--- src/rtl/uart_rx_cfg.sv ---
// Configurable UART receiver: 5..8 data bits, optional parity, 1/2 stop bits, 3-sample voting.
// Define UART_RX_BREAK_DET_EN to report an all-zero frame as a break instead of a framing error.
module uart_rx_cfg #(
    parameter int CLKS_PER_BIT = 7292,
    parameter int DATA_BITS    = 8,
    parameter int PARITY       = 0,
    parameter int STOP_BITS    = 1
) (
    input  logic                 clk,
    input  logic                 rst,
    input  logic                 i_Rx_Serial,
    output logic [DATA_BITS-1:0] o_Rx_Byte,
    output logic                 o_Rx_DV,
    output logic                 o_Parity_Err,
    output logic                 o_Frame_Err,
    output logic                 o_Busy,
    output logic                 o_Break
);

    localparam int              CW        = $clog2(CLKS_PER_BIT);
    localparam logic [CW-1:0]   HALF      = CW'((CLKS_PER_BIT - 1) / 2);
    localparam logic [CW-1:0]   LAST      = CW'(CLKS_PER_BIT - 1);
    localparam logic [2:0]      LAST_IDX  = 3'(DATA_BITS - 1);
    localparam logic            LAST_STOP = 1'(STOP_BITS - 1);

    typedef enum logic [2:0] {
        S_IDLE,
        S_START,
        S_DATA,
        S_PARITY,
        S_STOP,
        S_WAIT_HIGH
    } state_t;

    state_t        state, state_next;
    logic          rx_meta, rx_sync;
    logic [2:0]    hist;
    logic          vote;
    logic [CW-1:0] cnt, cnt_next;
    logic [2:0]    bit_idx;
    logic          stop_idx;
    logic [7:0]    data_reg;
    logic          par_pend, frm_pend;
    logic          bit_tick, stop_done, par_expect, is_break;

    assign vote       = (hist[0] & hist[1]) | (hist[0] & hist[2]) | (hist[1] & hist[2]);
    assign bit_tick   = (cnt == LAST);
    assign par_expect = (PARITY == 2) ? (^data_reg[DATA_BITS-1:0]) : (~^data_reg[DATA_BITS-1:0]);
    assign o_Busy     = (state != S_IDLE);

    // Synchroniser and vote history idle high so reset never looks like a start bit
    always_ff @(posedge clk) begin
        if (rst) begin
            rx_meta <= 1'b1;
            rx_sync <= 1'b1;
            hist    <= 3'b111;
        end else begin
            rx_meta <= i_Rx_Serial;
            rx_sync <= rx_meta;
            hist    <= {hist[1:0], rx_sync};
        end
    end

    always_ff @(posedge clk) begin
        if (rst) begin
            state <= S_IDLE;
            cnt   <= '0;
        end else begin
            state <= state_next;
            cnt   <= cnt_next;
        end
    end

    always_comb begin
        state_next = state;
        cnt_next   = cnt + CW'(1);
        stop_done  = 1'b0;
        case (state)
            S_IDLE: begin
                cnt_next = '0;
                if (!rx_sync) state_next = S_START;
            end
            S_START: begin
                if (cnt == HALF) begin
                    cnt_next   = '0;
                    state_next = vote ? S_IDLE : S_DATA;
                end
            end
            S_DATA: begin
                if (bit_tick) begin
                    cnt_next = '0;
                    if (bit_idx == LAST_IDX) state_next = (PARITY != 0) ? S_PARITY : S_STOP;
                end
            end
            S_PARITY: begin
                if (bit_tick) begin
                    cnt_next   = '0;
                    state_next = S_STOP;
                end
            end
            S_STOP: begin
                if (bit_tick) begin
                    cnt_next = '0;
                    if (stop_idx == LAST_STOP) begin
                        stop_done  = 1'b1;
                        // A line still low after a bad frame must not re-trigger a start
                        state_next = (is_break || frm_pend || !vote) ? S_WAIT_HIGH : S_IDLE;
                    end
                end
            end
            S_WAIT_HIGH: begin
                cnt_next = '0;
                if (rx_sync) state_next = S_IDLE;
            end
            default: begin
                cnt_next   = '0;
                state_next = S_IDLE;
            end
        endcase
    end

    always_ff @(posedge clk) begin
        if (rst) begin
            bit_idx      <= '0;
            stop_idx     <= 1'b0;
            data_reg     <= '0;
            par_pend     <= 1'b0;
            frm_pend     <= 1'b0;
            o_Rx_Byte    <= '0;
            o_Rx_DV      <= 1'b0;
            o_Parity_Err <= 1'b0;
            o_Frame_Err  <= 1'b0;
        end else begin
            o_Rx_DV <= stop_done && !is_break;
            case (state)
                S_IDLE: begin
                    bit_idx  <= '0;
                    stop_idx <= 1'b0;
                    par_pend <= 1'b0;
                    frm_pend <= 1'b0;
                end
                S_DATA: begin
                    if (bit_tick) begin
                        data_reg[bit_idx] <= vote;
                        bit_idx           <= bit_idx + 3'd1;
                    end
                end
                S_PARITY: begin
                    if (bit_tick && (vote != par_expect)) par_pend <= 1'b1;
                end
                S_STOP: begin
                    if (bit_tick) begin
                        stop_idx <= stop_idx + 1'b1;
                        if (!vote) frm_pend <= 1'b1;
                    end
                end
                default: ;
            endcase
            // The final stop vote is folded in here since frm_pend only sees it a cycle later
            if (stop_done && !is_break) begin
                o_Rx_Byte    <= data_reg[DATA_BITS-1:0];
                o_Parity_Err <= par_pend;
                o_Frame_Err  <= frm_pend | ~vote;
            end
        end
    end

`ifdef UART_RX_BREAK_DET_EN
    logic par_bit_low, first_stop_low;

    assign is_break = (data_reg[DATA_BITS-1:0] == '0) &&
                      ((PARITY == 0) || par_bit_low) &&
                      ((stop_idx == 1'b0) ? !vote : first_stop_low);

    always_ff @(posedge clk) begin
        if (rst) begin
            par_bit_low    <= 1'b0;
            first_stop_low <= 1'b0;
            o_Break        <= 1'b0;
        end else begin
            o_Break <= stop_done && is_break;
            if (state == S_PARITY && bit_tick) par_bit_low <= !vote;
            if (state == S_STOP && bit_tick && stop_idx == 1'b0) first_stop_low <= !vote;
        end
    end
`else
    assign is_break = 1'b0;
    assign o_Break  = 1'b0;
`endif

endmodule
--- config.mk ---
export PLATFORM = sky130hd
export DESIGN_NAME = uart_rx_cfg
export DESIGN_NICKNAME = d
export VERILOG_FILES = /design/src/rtl/uart_rx_cfg.sv
export SDC_FILE = /design/constraint.sdc
export NUM_CORES = 1
export LEC_CHECK = 0
export CAP_MARGIN = 20
export CORE_AREA = 2 2 66 68
export DETAILED_ROUTE_END_ITERATION = 16
export DIE_AREA = 0 0 68 70
export GPL_TIMING_DRIVEN = 1
export PLACE_DENSITY = 0.76
export SLEW_MARGIN = 40
export SYNTH_ARGS = -nofsm -noshare
export SYNTH_HDL_FRONTEND = slang
export SYNTH_SLANG_ARGS = --single-unit
--- constraint.sdc ---
create_clock -name clk -period 3.5 [get_ports clk]
set_clock_uncertainty 0.05 [all_clocks]
set_input_delay 0.525 -clock clk [delete_from_list [all_inputs] [get_ports clk]]
set_output_delay 0.525 -clock clk [all_outputs]
set_load 0.005 [all_outputs]
==> results.toml <==
[drt]
wl_per_cell_um = 13.0
vias = 1552
totalWireLength_um = 3720
antenna_left = 0
drc = 0
detail_route.first_pass.iterations = 4
drt_iter0_drc = 44
routed_via_density = 5.43

[logic_synthesis]
yosysWarnings = 0
syn_area_mm2 = 0.00218
synth_top_family_by_area = "simple AND/OR/NAND/NOR gates"
synth_adder_area_share_pct = 2.76
synth_fp_nets = 234
synth_flop_cell = "dfxtp_1"
seq_area_frac_synth_pct = 42.3
synth_edf_count = 0
yosys-mux-area-fraction_pct = 8.96
syn_area_per_cell_um2 = 9.60
synth_simple_gate_area_share_pct = 25.3
synth_compound_area_share_pct = 7.52
postSynth.asyncResetShare_pct = 0
yosys.area_share.xor_xnor_pct = 7.46
synthCells = 227
synth-seq-cells = 46
yosysUniqueCellTypes = 54

[grt]
grt_use_total_pct = 17.7
antenna_found_initial = 0
overflow = 0
grt_pass1_wl_um = 6420
grt_max_degree = 25
grt_pass1_vias = 1441

[layout]
area_growth_pct = 10.1
antenna_cells = 0
nets = 240
largest_reg_flops = 13
fill_cells = 376
stdcell_count = 286
drive_above_1_share_pct = 12.4
layout_commonest_cell = "dfxtp_1"
final_cell_mix = "46 x dfxtp_1, 28 x nor2_1, 18 x nand2_1, 18 x mux2i_1, 14 x clkdlybuf4s50_1"
multi_input_area_mm2 = 0.00114
seq_area_um2 = 921

[clock_tree]
clock_sinks = 46
clk_latency_ns = 0.30
cts_hold_buffers = 0
cts_tree = "done"
cts_made_buffers = 5
cts_resized = 0
cts_setup_buffers = 0
clkTransAtPathRegs_ns = 0.08
cts-root-buf = "clkbuf_8"
cts_buffer_depth = 2
htreeDepth = 2

[sta]
tightest_slew_ns = 0.744
slew_viol_final = 0
min_period_ns = 2.22
setup_tns_ns = 0
clock.fmax_mhz = 450
relSlewSlack_pct = 50.2
whs_ns = 0.365
hold_viol_final = 0
rsz0062_at_grt = "false"
final.period_utilization_pct = 63.4
setup_viol = 0
fin_ws_ns = 1.28

[setup_path]
cp-end-kind = "output port"
cp.arrival_ns = 1.65
crit_path_max_fanout = 11
startpoint_type = "flip-flop"
critPathRequiredTime_ns = 2.92
critPathKind = "reg -> out"

[floorplan]
die_area_mm2 = 0.00476
io_pins = 16
coreArea_mm2 = 0.00414
die_h_um = 70
die_width_um = 68
rows = 24
initial_core_util_pct = 52.6

[status]
status = "complete, no violations"

[place]
dp_hpwl_um = 2660
post-place-ws_ns = 1.25
gp_congestion = 0.862
dp.cells = 278
port_buffers = 14

[pwr]
ir_worst_vdd_mv = 0.289
power_density_mw_per_mm2 = 494
p_leak_nw = 0.930

[worst_hold_path]
hold_path_class = "reg -> reg"

[run]
maxCapViolCount = 0
## cells by family after synthesis
kind of cell / Yosys count
flops: 46
compound gates: 21
fa+ha+maj: 5
simple gates: 97
buf+inv: 21
other cells: 1
mux: 19
xor+xnor: 17
## metal layers
metal | part of all wire (%) | track usage (%)
met5 | 0 | 0
met4 | 2.0 | 8.44
met3 | 2.2 | 3.86
met2 | 48 | 27.5
met1 | 47 | 23.0
## worst paths after layout
path                               from                        end  cells past startpoint  slack, ns
hold / removal       rx_meta$_SDFF_PP1_         rx_sync$_SDFF_PP1_                      1       0.36
setup / recovery  state[0]$_SDFFE_PP0P_                     o_Busy                      3       1.28
hold reg to reg      rx_meta$_SDFF_PP1_         rx_sync$_SDFF_PP1_                      1       0.36
setup reg to reg      cnt[0]$_SDFF_PP0_  o_Rx_Byte[3]$_SDFFE_PP0P_                      5       1.28
## synth_stat cells, types with 2 or more instances
cell type	instances	share of area, %
a21o_1	2	0.69
a21oi_1	6	1.4
buf_2	4	0.92
buf_4	2	0.69
buf_6	4	2.1
clkbuf_1	5	0.86
dfxtp_1	46	42
ha_1	4	2.3
inv_1	5	0.86
mux2i_1	18	8.3
nand2_1	18	3.1
nand2b_1	2	0.57
nand3_1	8	1.8
nand4_1	6	1.7
nand4b_1	2	0.80
nor2_1	28	4.8
nor3_1	5	1.1
nor3b_1	2	0.69
nor4_1	2	0.57
nor4b_1	2	0.80
o31ai_1	3	1.0
or2_2	5	1.4
or3_1	2	0.57
or3b_2	2	0.80
xnor2_1	11	4.4
xor2_1	5	2.0
## where the power goes
part | total (mW) | switching (mW) | internal [mW]
Combinational | 0.221 | 0.121 | 0.100
Clock | 0.387 | 0.174 | 0.213
Sequential | 0.578 | 0.0361 | 0.542
Total | 1.19 | 0.331 | 0.855
## per-stage QoR
stage	power (mW)	area [µm²]	utilization [%]
global placement	0.809	2290	55.3
finish	1.19	2400	57.9
global route	1.24	2400	57.9
detailed placement	0.811	2290	55.3
floorplan	0.780	2180	-
CTS	1.20	2400	57.9
## layout make-up
type                            instances  share of cell area, %
Inverter                                5                  0.782
Timing Repair Buffer                   15                   6.15
Sequential cell                        46                   38.4
Clock inverter                          2                   1.56
Multi-Input combinational cell        160                   47.4
Clock buffer                            6                   3.02
Tap cell                               52                   2.71
## worst max-delay path: stages, from the launching register on
cell and delay [ns]:
dfxtp_1 0.52, nor2_1 0.13, nand2_1 0.17, clkdlybuf4s50_1 0.53
Note: power is estimated with default switching activity, not from simulation.
